--- config.mk ---
export PLATFORM = sky130hd
export DESIGN_NAME = simmem_delay_releaser
export DESIGN_NICKNAME = d
export VERILOG_FILES = /design/src/rtl/simmem_delay_releaser.sv
export SDC_FILE = /design/constraint.sdc
export NUM_CORES = 1
export LEC_CHECK = 0
export CAP_MARGIN = 40
export CORE_MARGIN = 3
export CORE_UTILIZATION = 50
export DETAILED_ROUTE_END_ITERATION = 10
export HOLD_SLACK_MARGIN = 0.06
export PLACE_DENSITY = 0.67
export SETUP_SLACK_MARGIN = 0.02
export SLEW_MARGIN = 20
export SYNTH_ARGS = -nofsm -noshare
export SYNTH_HDL_FRONTEND = slang
export SYNTH_SLANG_ARGS = --single-unit
--- constraint.sdc ---
create_clock -name clk_i -period 27.9 [get_ports clk_i]
set_clock_uncertainty 0.1 [all_clocks]
set_input_delay 4.185 -clock clk_i [delete_from_list [all_inputs] [get_ports clk_i]]
set_output_delay 4.185 -clock clk_i [all_outputs]
set_load 0.02 [all_outputs]
--- src/rtl/simmem_delay_releaser.sv ---
// rtl/simmem_delay_releaser.sv - per-slot simulated-latency countdown and release-enable generator
module simmem_delay_releaser #(
    parameter int NumSlots      = 16,
    parameter int SlotAddrWidth = $clog2(NumSlots),
    parameter int DelayWidth    = 8,
    parameter int MaxBurstLen   = 16,
    parameter int BurstLenWidth = $clog2(MaxBurstLen + 1),
    parameter int PendCntWidth  = $clog2(NumSlots + 1)
) (
    input  logic                     clk_i,
    input  logic                     rst_ni,
    input  logic                     entry_valid_i,
    output logic                     entry_ready_o,
    input  logic [SlotAddrWidth-1:0] entry_addr_i,
    input  logic [DelayWidth-1:0]    entry_delay_i,
    input  logic [BurstLenWidth-1:0] entry_burst_len_i,
    output logic [NumSlots-1:0]      release_en_o,
    input  logic [NumSlots-1:0]      released_addr_onehot_i,
    output logic [PendCntWidth-1:0]  pending_cnt_o,
    output logic                     err_o
);

    typedef enum logic [1:0] {
        SLOT_IDLE,
        SLOT_COUNTING,
        SLOT_RELEASABLE
    } slot_state_e;

    slot_state_e              state_q [NumSlots];
    slot_state_e              state_d [NumSlots];
    logic [DelayWidth-1:0]    cnt_q   [NumSlots];
    logic [DelayWidth-1:0]    cnt_d   [NumSlots];
    logic [BurstLenWidth-1:0] beats_q [NumSlots];
    logic [BurstLenWidth-1:0] beats_d [NumSlots];
    logic [PendCntWidth-1:0]  pending_q;
    logic [PendCntWidth-1:0]  pending_d;
    logic                     err_q;
    logic                     err_d;

    logic                     accept;
    logic [NumSlots-1:0]      beat_valid;
    logic                     spurious;
    logic                     multi_hot;
    logic [BurstLenWidth-1:0] load_beats;

    // Release enables and entry acceptance derived from current slot state
    always_comb begin
        release_en_o = '0;
        for (int i = 0; i < NumSlots; i++) begin
            release_en_o[i] = ((state_q[i] == SLOT_COUNTING) && (cnt_q[i] == '0)) ||
                              (state_q[i] == SLOT_RELEASABLE);
        end
        entry_ready_o = (int'(entry_addr_i) < NumSlots) &&
                        (state_q[entry_addr_i] == SLOT_IDLE);
    end

    assign accept     = entry_valid_i && entry_ready_o;
    assign beat_valid = released_addr_onehot_i & release_en_o;
    assign spurious   = |(released_addr_onehot_i & ~release_en_o);
    assign multi_hot  = $countones(released_addr_onehot_i) > 1;
    // A zero burst length is flagged but treated as a single beat so the slot can still drain
    assign load_beats = (entry_burst_len_i == '0) ? BurstLenWidth'(1) : entry_burst_len_i;

    // Per-slot next state, counter updates, pending count and sticky error
    always_comb begin
        pending_d = '0;
        for (int i = 0; i < NumSlots; i++) begin
            state_d[i] = state_q[i];
            cnt_d[i]   = cnt_q[i];
            beats_d[i] = beats_q[i];
            case (state_q[i])
                SLOT_IDLE: begin
                    if (accept && (entry_addr_i == SlotAddrWidth'(i))) begin
                        state_d[i] = SLOT_COUNTING;
                        cnt_d[i]   = entry_delay_i;
                        beats_d[i] = load_beats;
                    end
                end
                SLOT_COUNTING: begin
                    if (cnt_q[i] != '0) begin
                        cnt_d[i] = cnt_q[i] - DelayWidth'(1);
                    end else if (beat_valid[i] && (beats_q[i] <= BurstLenWidth'(1))) begin
                        state_d[i] = SLOT_IDLE;
                        beats_d[i] = '0;
                    end else begin
                        state_d[i] = SLOT_RELEASABLE;
                        if (beat_valid[i]) begin
                            beats_d[i] = beats_q[i] - BurstLenWidth'(1);
                        end
                    end
                end
                SLOT_RELEASABLE: begin
                    if (beat_valid[i]) begin
                        if (beats_q[i] <= BurstLenWidth'(1)) begin
                            state_d[i] = SLOT_IDLE;
                            beats_d[i] = '0;
                        end else begin
                            beats_d[i] = beats_q[i] - BurstLenWidth'(1);
                        end
                    end
                end
                default: begin
                    state_d[i] = SLOT_IDLE;
                end
            endcase
            if (state_d[i] != SLOT_IDLE) begin
                pending_d = pending_d + PendCntWidth'(1);
            end
        end
        err_d = err_q || spurious || multi_hot ||
                (accept && (entry_burst_len_i == '0));
    end

    // Slot registers with synchronous active-low reset discarding all in-flight entries
    always_ff @(posedge clk_i) begin
        if (!rst_ni) begin
            for (int i = 0; i < NumSlots; i++) begin
                state_q[i] <= SLOT_IDLE;
                cnt_q[i]   <= '0;
                beats_q[i] <= '0;
            end
            pending_q <= '0;
            err_q     <= 1'b0;
        end else begin
            for (int i = 0; i < NumSlots; i++) begin
                state_q[i] <= state_d[i];
                cnt_q[i]   <= cnt_d[i];
                beats_q[i] <= beats_d[i];
            end
            pending_q <= pending_d;
            err_q     <= err_d;
        end
    end

    assign pending_cnt_o = pending_q;
    assign err_o         = err_q;

endmodule

[After elaboration in Yosys (flattened, before gate mapping)]
Memories as Yosys holds them, arrays and structs flattened.
Cells that the tools add are included.
Word-level totals
  register bits: 6
  memory bits (writable): 240
  bits of input ports: 36
  output and inout port bits: 23
  logic and storage cells: 642
  memories: 3
Operators by class
  add/sub/neg operators: 62
  magnitude comparators: 17
  equality and inequality tests: 47
  multiplexer cells: 323
  bitwise logic cells: 51
  reductions and logical operators: 137
Memories
  cnt_q: depth 16, bits a word 8, rd ports 16, clocked after memory_dff 0, write ports 16, RTL line 31  | logic [DelayWidth-1:0] cnt_q [NumSlots];
  beats_q: depth 16, bits a word 5, rd ports 16, clocked after memory_dff 0, write ports 16, RTL line 33  | logic [BurstLenWidth-1:0] beats_q [NumSlots];
  state_q: depth 16, bits a word 2, rd ports 17, clocked after memory_dff 0, write ports 16, RTL line 29  | slot_state_e state_q [NumSlots];
Operators by type and width (count)
  2-to-1 mux 5 bit: 128
  2-to-1 mux 8 bit: 48
  case mux 8 bit (2 select lines): 16
  case mux 5 bit (3 select lines): 16
  2-to-1 mux 2 bit: 96
  zero test 8 bit: 16
  nonzero test 8 bit: 16
  subtractor 8 x 1 -> 8 bit (second input constant): 16
  case mux 2 bit (3 select lines): 16
  less-or-equal comparator 5 x 1 -> 1 bit (second input constant): 16
  subtractor 5 x 1 -> 5 bit (second input constant): 16
  adder 5 x 1 -> 5 bit (second input constant): 15
  logical AND 1 bit: 50
  bitwise OR 1 bit: 48
  zero test 2 bit: 17
  bitwise AND 16 bit: 2
  == test 2 x 1 -> 1 bit (second input constant): 16
  == test 2 bit (second input constant): 16
  == test 4 bit (second input constant): 8
  nonzero test 2 bit: 16
  logical OR 1 bit: 19
  adder 1 x 1 -> 2 bit: 8
  == test 4 x 3 -> 1 bit (second input constant): 4
  inverter 16 bit: 1
  other kinds (10): 17

[Longest topological paths before layout]
Gate-level depths: netlist of run 1.
An unclocked memory read counts as a cell.
  depth in word-level cells: 41
  gate-level depth with buffers: 53
  gate-level depth less buffers: 50

[Least setup slack after synthesis of run 1]
No wires, ideal clock.
  kind: in2reg
  from: in entry_addr_i[1]
  to: reg pending_q[4], in the netlist pending_cnt_o[4]
  library setup time: 0.072 ns
  arrival time: 13.418 ns
  data required time: 27.728 ns
  path slack: 14.310 ns
  cell stages on the path: 51
  buffers on the path: 3
  cell sequence: clkbuf_1 clkbuf_1 a31oi_1 mux4_2 nor2_1 a21boi_0 o21ai_0 a21oi_1 or2_2 inv_1 ha_1 xor2_4 ha_1 nor2_1 nor2_1 ha_1 nand2_1 nand2_1 (+15 left out) o211ai_1 nand3_1 o311a_1 inv_1 ha_1 xor2_1 a21oi_1 o21ai_0 ha_1 nand2_1 xor3_1 nand2_1 a2111oi_2 mux2i_1 nand2_1 xor2_1 or3_1 mux2i_1
Between the ends
  word-level cells in the longest chain between the ends: 38
  elaborated cells between the ends (all ways): 114
  those cells by class: add/sub (15); eq/ne (15); mux (48); reduce/logical (35); memory (1)
Ends and longest elaborated chain
  start: declaration: RTL line 14  | input logic [SlotAddrWidth-1:0] entry_addr_i,
  memory read (16 x 2 bit)
  zero test 2 bit: RTL line 54  | (state_q[entry_addr_i] == SLOT_IDLE);
  logical AND 1 bit: RTL line 57  | assign accept = entry_valid_i && entry_ready_o;
  logical AND 1 bit: RTL line 73  | if (accept && (entry_addr_i == SlotAddrWidth'(i))) begin
  2-to-1 mux 2 bit: RTL line 73
  case mux 2 bit (3 select lines): RTL line 71  | case (state_q[i])
  nonzero test 2 bit: RTL line 106  | if (state_d[i] != SLOT_IDLE) begin
  2-to-1 mux 1 bit: RTL line 106
  (+22 left out)
  adder 5 x 1 -> 5 bit: RTL line 107  | pending_d = pending_d + PendCntWidth'(1);
  2-to-1 mux 5 bit: RTL line 106
  adder 5 x 1 -> 5 bit: RTL line 107
  2-to-1 mux 5 bit: RTL line 106
  adder 5 x 1 -> 5 bit: RTL line 107
  2-to-1 mux 5 bit: RTL line 106
  adder 5 x 1 -> 5 bit: RTL line 107
  2-to-1 mux 5 bit (*): RTL line 106
  end signal: assignment: RTL line 130  | pending_q <= pending_d;
  end: declaration: RTL line 35  | logic [PendCntWidth-1:0] pending_q;
Mark *: on every way between the ends. The rest lies on a longest branch, timed or not.
A chain may end at the register's enable or synchronous reset.

[Final worst setup path of run 1]
Ends and elaborated chain as after synthesis.

==> run summary, run 1 <==
### Cells and area
- 9.902% — fraction of layout cells with a size suffix above 1
- 11.79% — layout-stage area growth over the synthesis result
- 2612 — final layout net count
- 2967 — number of cells in the finished layout apart from fillers

### Route
- 6.275 — mean number of vias per cell
- 0 — residual DRC count
- 58770 um — Routed Wire Length
- 1526 — drt first-iter violations
- 18619 — routed via count
- 0 — Post-DRT Antenna Nets
- 6 — first-pass iteration count of the detailed router
- 19.81 um — Routed wire per std cell

### Min path
- 2 — worst hold path stage count
- reg -> reg — type of the most critical hold path

### Critical path
- sky130_fd_sc_hd__ha_1 — Worst path most repeated cell
- sky130_fd_sc_hd__mux4_2 — slowest cell on the critical path
- input pin — nature of the critical path startpoint
- 14.75 ns — critical path data arrival time
- 0.53 ns — CP max stage delay
- flip-flop — Critical Path End Type
- 20 — maximum fanout along the worst path
- 17.26 ns — FF-to-FF setup slack
- in -> reg — Crit Path Class
- 28.30 ns — endpoint required time on the critical path
- 51 — Worst Reg2Reg Path Length in Cells

### Timing
- 0 ns — summed negative setup slack over all endpoints
- 0 — number of hold violations in the final report
- 69.70 MHz — maximum clock rate
- 0 — Setup violations, final
- 51.43% — final cycle utilization of the critical path
- 0.3792 ns — Hold Worst Slack
- no — RSZ-0062 raised after global routing
- 13.55 ns — worst setup margin
- 0 — number of slew-limit violations in the final report
- 42.34% — max_slew headroom
- 14.35 ns — Final min period
- 0.8596 ns — transition time at the pin with the least slew margin

### Floorplan
- 50.79% — initial cell density of the core
- 71 — total number of placement rows
- 201.8 um — horizontal extent of the die
- 40740 um^2 — area enclosed by the die boundary
- 37760 um^2 — core region area
- 201.8 um — Die H
- 59 — I/O pin total

### Synth
- sky130_fd_sc_hd__dfxtp_1 — largest area contributor in the netlist
- 0% — Async SR Flop Fraction
- 7.973 um^2 — mean area per synthesized cell
- 111 — count of unique library cells instantiated by Yosys
- 25.68% — share of the synthesized area in the top cell type
- 0 — number of flops mapped to enable cells by yosys
- 2586 — nets in the synthesized netlist
- 25.68% — sequential element share of the synthesized area
- 2405 — cell count after synthesis
- sky130_fd_sc_hd__dfxtp_1 26%, sky130_fd_sc_hd__ha_1 8.8%, sky130_fd_sc_hd__nor2_1 4.7% — dominant cells by area after synthesis
- 19180 um^2 — Post-Synthesis Cell Area
- 0 — yosys synthesis warning count
- sky130_fd_sc_hd__dfxtp_1 — Main synth FF type
- 246 — Seq cells post-synth

### Global route
- met2 — most congested layer reported by global routing
- 45.08% — met2 global-route usage
- 27.59% — total global-route track usage
- 82 — pin count of the biggest net entering global routing
- 92480 um — global-route wire length before repair
- 3.865% — M3 GR Usage
- 37.14% — met1 global-route usage
- 17292 — number of global-route vias before repair
- 1 — antenna violations before repair
- 0 — residual overflow from global routing

### Placed design
- 41900 um — HPWL after detailed placement
- 2904 — placed insts
- 58 — I/O Buffers
- 12.82 ns — worst slack at placement
- 0.9527 — RD Place Congestion

### Outcome
- finished, final reports clean — outcome

### Clock network
- 30 — number of buffers added by the clock tree synthesis step
- 0.06 ns — clock transition time at the flip-flop clock pins of the worst setup and hold paths
- sky130_fd_sc_hd__clkbuf_16 — clock root buffer
- 0 — CTS-repair resized insts
- 0 — hold buffers post-CTS
- done — TritonCTS clock tree
- 3 — Clock Tree Buf Depth
- 246 — CTS Sinks
- 0.57 ns — Clk Latency, worst-skew pair
- 0 — postcts setup bufs
- 1 — H-tree levels

### Power
- 0.05189 mV — peak supply drop
- 50.76 nW/um^2 — pwr/cell area
- 9.049 nW — leakage

### Flow run
- 0 — reported max-cap violation count

==> routing by layer <==
layer / wire [um] / part of all wire, %
met2: 26510 / 45
met1: 25870 / 44
met5: 0 / 0
met3: 4004 / 6.8
met4: 2388 / 4.1
==> where the power goes <==
part | internal, mW | switching (mW)
registers | 0.368 | 0.0169
logic | 0.128 | 0.181
clock network | 0.233 | 0.161
total | 0.729 | 0.359
==> area by class of cell <==
| type | count | area [um^2] |
|---|---|---|
| diodes | 2 | 5.005 |
| clock buffers | 49 | 923.4 |
| clock inverters | 6 | 62.56 |
| fillers | 3444 | 16320 |
| inverters | 195 | 733.2 |
| multi-input cells | 1850 | 13100 |
| flip-flops and latches | 246 | 4925 |
| well taps | 511 | 639.4 |
| repair buffers | 108 | 1046 |
==> cells in the mapped netlist, drive strengths merged (38+ instances only) <==
master and instances:
a21oi 180, and2 38, clkbuf 109, dfxtp 246, ha 135, inv 191
mux2i 40, nand2 132, nand2b 42, nor2 241, nor3 90, o211a 62
o21ai 143, o221a 56, o221ai 62, or3 45, xnor2 49
==> per-stage QoR <==
step / util, % / instance area (um^2) / power [mW]
3_3_place_gp: 53.20 / 20090 / 0.6798
6_report: 56.78 / 21440 / 1.088
4_1_cts: 56.53 / 21340 / 1.090
3_5_place_dp: 53.92 / 20360 / 0.6930
2_1_floorplan: - / 19180 / 0.6105
5_1_grt: 56.77 / 21430 / 1.145
==> cells in the final DEF (no fill, tap or decap), drive strengths merged, types with 32 or more instances in the layout <==
cell           instances
o21ai                143
or2                   33
mux2i                 40
nand2b                42
o22ai                 32
ha                   135
nor2                 241
buf                   50
o221a                 56
nor3                  90
clkdlybuf4s50         56
xnor2                 49
inv                  190
or3                   45
a31oi                 37
o221ai                62
dfxtp                246
nand2                132
and2                  38
o211a                 62
a21oi                180
clkbuf                51
==> kinds of logic (layout without fill, tap and decap cells) <==
| logic type | after synthesis | count (layout) | share of synthesized area [%] |
|---|---|---|---|
| flops | 246 | 246 | 25.68 |
| other cells | 0 | 2 | 0 |
| simple gates | 755 | 755 | 19.98 |
| compound gates | 822 | 822 | 31.12 |
| fa+ha+maj | 145 | 145 | 9.853 |
| buf+inv | 309 | 358 | 6.062 |
| xor+xnor | 79 | 79 | 4.548 |
| mux | 49 | 49 | 2.753 |
==> path summary, 6_finish.rpt <==
kind	startpoint	to
max reg2reg	cnt_q[0][8]	pending_cnt_o[4]
max	entry_addr_i[1]	pending_cnt_o[4]
min	cnt_q[1][9]	cnt_q[1][9]
min reg2reg	cnt_q[1][9]	cnt_q[1][9]
==> registers in the layout, indices dropped and copies added (netlist names) <==
signal,cells
err_o,1
state_q,32
beats_q,80
pending_cnt_o,5
cnt_q,128
==> worst max-delay path: cells and delay by family <==
kind | cells | cell delay, ns
buffers and inverters | 5 | 0.90
multiplexers | 5 | 1.31
XOR/XNOR | 4 | 0.90
adder cells (fa/ha/maj) | 9 | 2.67
AND/OR/NAND/NOR | 15 | 2.42
AO/OA/AOI/OAI | 13 | 2.35
Note: power is estimated with default switching activity, not from simulation.
==> inputs of run 2 (changes only) <==
==> constraint.sdc (replaced) <==
create_clock -name clk_i -period 14.9 [get_ports clk_i]
set_clock_uncertainty 0.1 [all_clocks]
set_input_delay 2.235 -clock clk_i [delete_from_list [all_inputs] [get_ports clk_i]]
set_output_delay 2.235 -clock clk_i [all_outputs]
set_load 0.02 [all_outputs]
==> run 2 against run 1 <==
Sequential power up 87%. Cell count down 0.20%. Die area unchanged. Routed wire length up 0.40%. Critical endpoint unchanged.
==> run summary, run 2 (same netlist as run 1, synthesis figures left out) <==
### Cells and area
- 246 x sky130_fd_sc_hd__dfxtp_1, 240 x sky130_fd_sc_hd__nor2_1, 189 x sky130_fd_sc_hd__inv_1, 179 x sky130_fd_sc_hd__a21oi_1 — commonest cells after routing, fill and taps aside, unchanged
- 3450 — number of fillers in the final layout, was 3444
- 128 — max reg flops, unchanged
- 11.65% — layout-stage area growth over the synthesis result, was 11.79%
- 2612 — final layout net count, unchanged
- 9.677% — fraction of layout cells with a size suffix above 1, was 9.902%
- cnt_q — Top reg by flops, unchanged
- cnt_q x128, beats_q x80, state_q x32 — Regs by FF count, unchanged
- sky130_fd_sc_hd__dfxtp_1 — most common cell after layout, fill and taps aside, unchanged

### Critical path
- sky130_fd_sc_hd__ha_1 — Worst path most repeated cell, unchanged
- in -> reg — Crit Path Class, unchanged
- 4.25 ns — FF-to-FF setup slack, was 17.26 ns
- entry_addr_i[1] — Critical Path Source, unchanged
- sky130_fd_sc_hd__clkdlybuf4s50_1 — slowest cell on the critical path, was sky130_fd_sc_hd__mux4_2
- 13.27 ns — critical path data arrival time, was 14.75 ns
- 23 — maximum fanout along the worst path, was 20
- input pin — nature of the critical path startpoint, unchanged
- 0.85 ns — CP max stage delay, was 0.53 ns
- pending_cnt_o[4] — end point of the critical path, unchanged
- cnt_q[0][8] — source of the worst register-to-register timing path, unchanged
- 51 — Worst Reg2Reg Path Length in Cells, unchanged
- 15.31 ns — endpoint required time on the critical path, was 28.30 ns
- flip-flop — Critical Path End Type, unchanged
- pending_cnt_o[4] — destination of the worst register-to-register timing path, unchanged

### Global route
- 17460 — number of global-route vias before repair, was 17292
- 0 — residual overflow from global routing, unchanged
- 92460 um — global-route wire length before repair, was 92480 um
- 82 — pin count of the biggest net entering global routing, unchanged
- 27.77% — total global-route track usage, was 27.59%
- 3 — antenna violations before repair, was 1

### Min path
- cnt_q[1][9] — hold path startpoint, unchanged
- reg -> reg — type of the most critical hold path, unchanged
- 2 — worst hold path stage count, unchanged

### Timing
- 77.77 MHz — maximum clock rate
- 12.86 ns — Final min period
- 41.10% — max_slew headroom, was 42.34%
- 0.8754 ns — transition time at the pin with the least slew margin, was 0.8596 ns
- 0 — Setup violations, final, unchanged
- 0 — number of hold violations in the final report, unchanged
- 0 ns — summed negative setup slack over all endpoints, unchanged
- no — RSZ-0062 raised after global routing, unchanged
- 86.29% — final cycle utilization of the critical path
- 0 — number of slew-limit violations in the final report, unchanged

### Floorplan
- 50.79% — initial cell density of the core, unchanged
- 71 — total number of placement rows, unchanged
- 59 — I/O pin total, unchanged
- 40740 um^2 — area enclosed by the die boundary, unchanged
- 37760 um^2 — core region area, unchanged
- 201.8 um — Die H, unchanged
- 201.8 um — horizontal extent of the die, unchanged

### Clock network
- 3 — Clock Tree Buf Depth, unchanged
- 0.58 ns — Clk Latency, worst-skew pair, was 0.57 ns
- 31 — number of buffers added by the clock tree synthesis step, was 30
- 246 — CTS Sinks, unchanged
- done — TritonCTS clock tree, unchanged
- 1 — H-tree levels, unchanged
- 0 — CTS-repair resized insts, unchanged
- sky130_fd_sc_hd__clkbuf_16 — clock root buffer, unchanged
- 0.06 ns — clock transition time at the flip-flop clock pins of the worst setup and hold paths, about the same
- 0 — hold buffers post-CTS, unchanged
- 0 — postcts setup bufs, unchanged

### Outcome
- finished, final reports clean — outcome, unchanged

### Placed design
- 58 — I/O Buffers, unchanged
- 0.9432 — RD Place Congestion, was 0.9527
- 41860 um — HPWL after detailed placement, was 41900 um

### Route
- 59010 um — Routed Wire Length, was 58770 um
- 0 — Post-DRT Antenna Nets, unchanged
- 18763 — routed via count, was 18619
- 6.337 — mean number of vias per cell, was 6.275
- 19.93 um — Routed wire per std cell, was 19.81 um
- 5 — first-pass iteration count of the detailed router, was 6
- 1428 — drt first-iter violations, was 1526
- 0 — residual DRC count, unchanged

### Power
- 0.1115 mV — peak supply drop, was 0.05189 mV
- 2.044 mW — Power, Total, was 1.088 mW
- 95.49 nW/um^2 — pwr/cell area, was 50.76 nW/um^2
- 9.031 nW — leakage, was 9.049 nW

### Flow run
- 0 — reported max-cap violation count, unchanged

run 2: worst min-delay path by stage:
stage                         to  slack [ns]
floorplan           cnt_q[1][25]        0.35
global placement    cnt_q[1][49]        0.36
detailed placement   cnt_q[1][9]        0.38
CTS                  cnt_q[1][9]        0.39
global route        cnt_q[1][49]        0.42
finish               cnt_q[1][9]        0.39
run 2: through the flow:
stage	worst slack, ns	hold slack (ns)	std cells	util (%)	instance area, um^2
global route	1.268	0.4168	2961	56.71	21410
detailed placement	1.680	0.3769	2904	53.92	20360
global placement	1.953	0.3613	2875	53.20	20090
CTS	2.270	0.3860	2955	56.51	21330
floorplan	3.260	0.3508	2405	-	19180
finish	2.042	0.3853	2961	56.71	21410
run 2: cell type report:
class                      count  area, um^2  share of cell area [%]
sequential                   246        4925                   23.00
tap                          511       639.4                   2.986
multi-input combinational   1850       13100                   61.20
clock buffer                  46       872.1                   4.073
clock inverter                 5       103.9                  0.4851
timing repair buffer         107        1031                   4.816
antenna                        1       2.502                 0.01169
inverter                     195       733.2                   3.425
run 2: power breakdown:
| group | leakage [nW] | switching, mW | internal, mW | total [mW] |
|---|---|---|---|---|
| combinational | 6.56 | 0.337 | 0.239 | 0.577 |
| sequential | 1.99 | 0.0317 | 0.689 | 0.720 |
| clock | 0.475 | 0.298 | 0.450 | 0.747 |
run 2: routing by layer:
layer | part of all wire [%] | vias up | GRT usage [%]
li1 | - | 8953 | -
met2 | 45 | 604 | 45.03
met5 | 0.015 | - | 0
met4 | 4.7 | 2 | 11.61
met1 | 43 | 9032 | 35.86
met3 | 7.5 | 172 | 6.104
run 2: worst max-delay path, delay by kind of cell:
kind | cells | cell delay, ns
compound gates | 11 | 1.88
xor+xnor | 4 | 0.85
fa+ha+maj | 10 | 2.98
buf+inv | 4 | 1.06
mux | 5 | 1.39
simple gates | 16 | 2.82
==> inputs of run 3 (changes only) <==
--- a/config.mk
+++ b/config.mk
@@ -16,3 +16,4 @@
 export SYNTH_ARGS = -nofsm -noshare
 export SYNTH_HDL_FRONTEND = slang
 export SYNTH_SLANG_ARGS = --single-unit
+export TNS_END_PERCENT = 50
==> results of run 3 <==
Same layout as run 2: the final DEF is identical, and so are final timing and power.
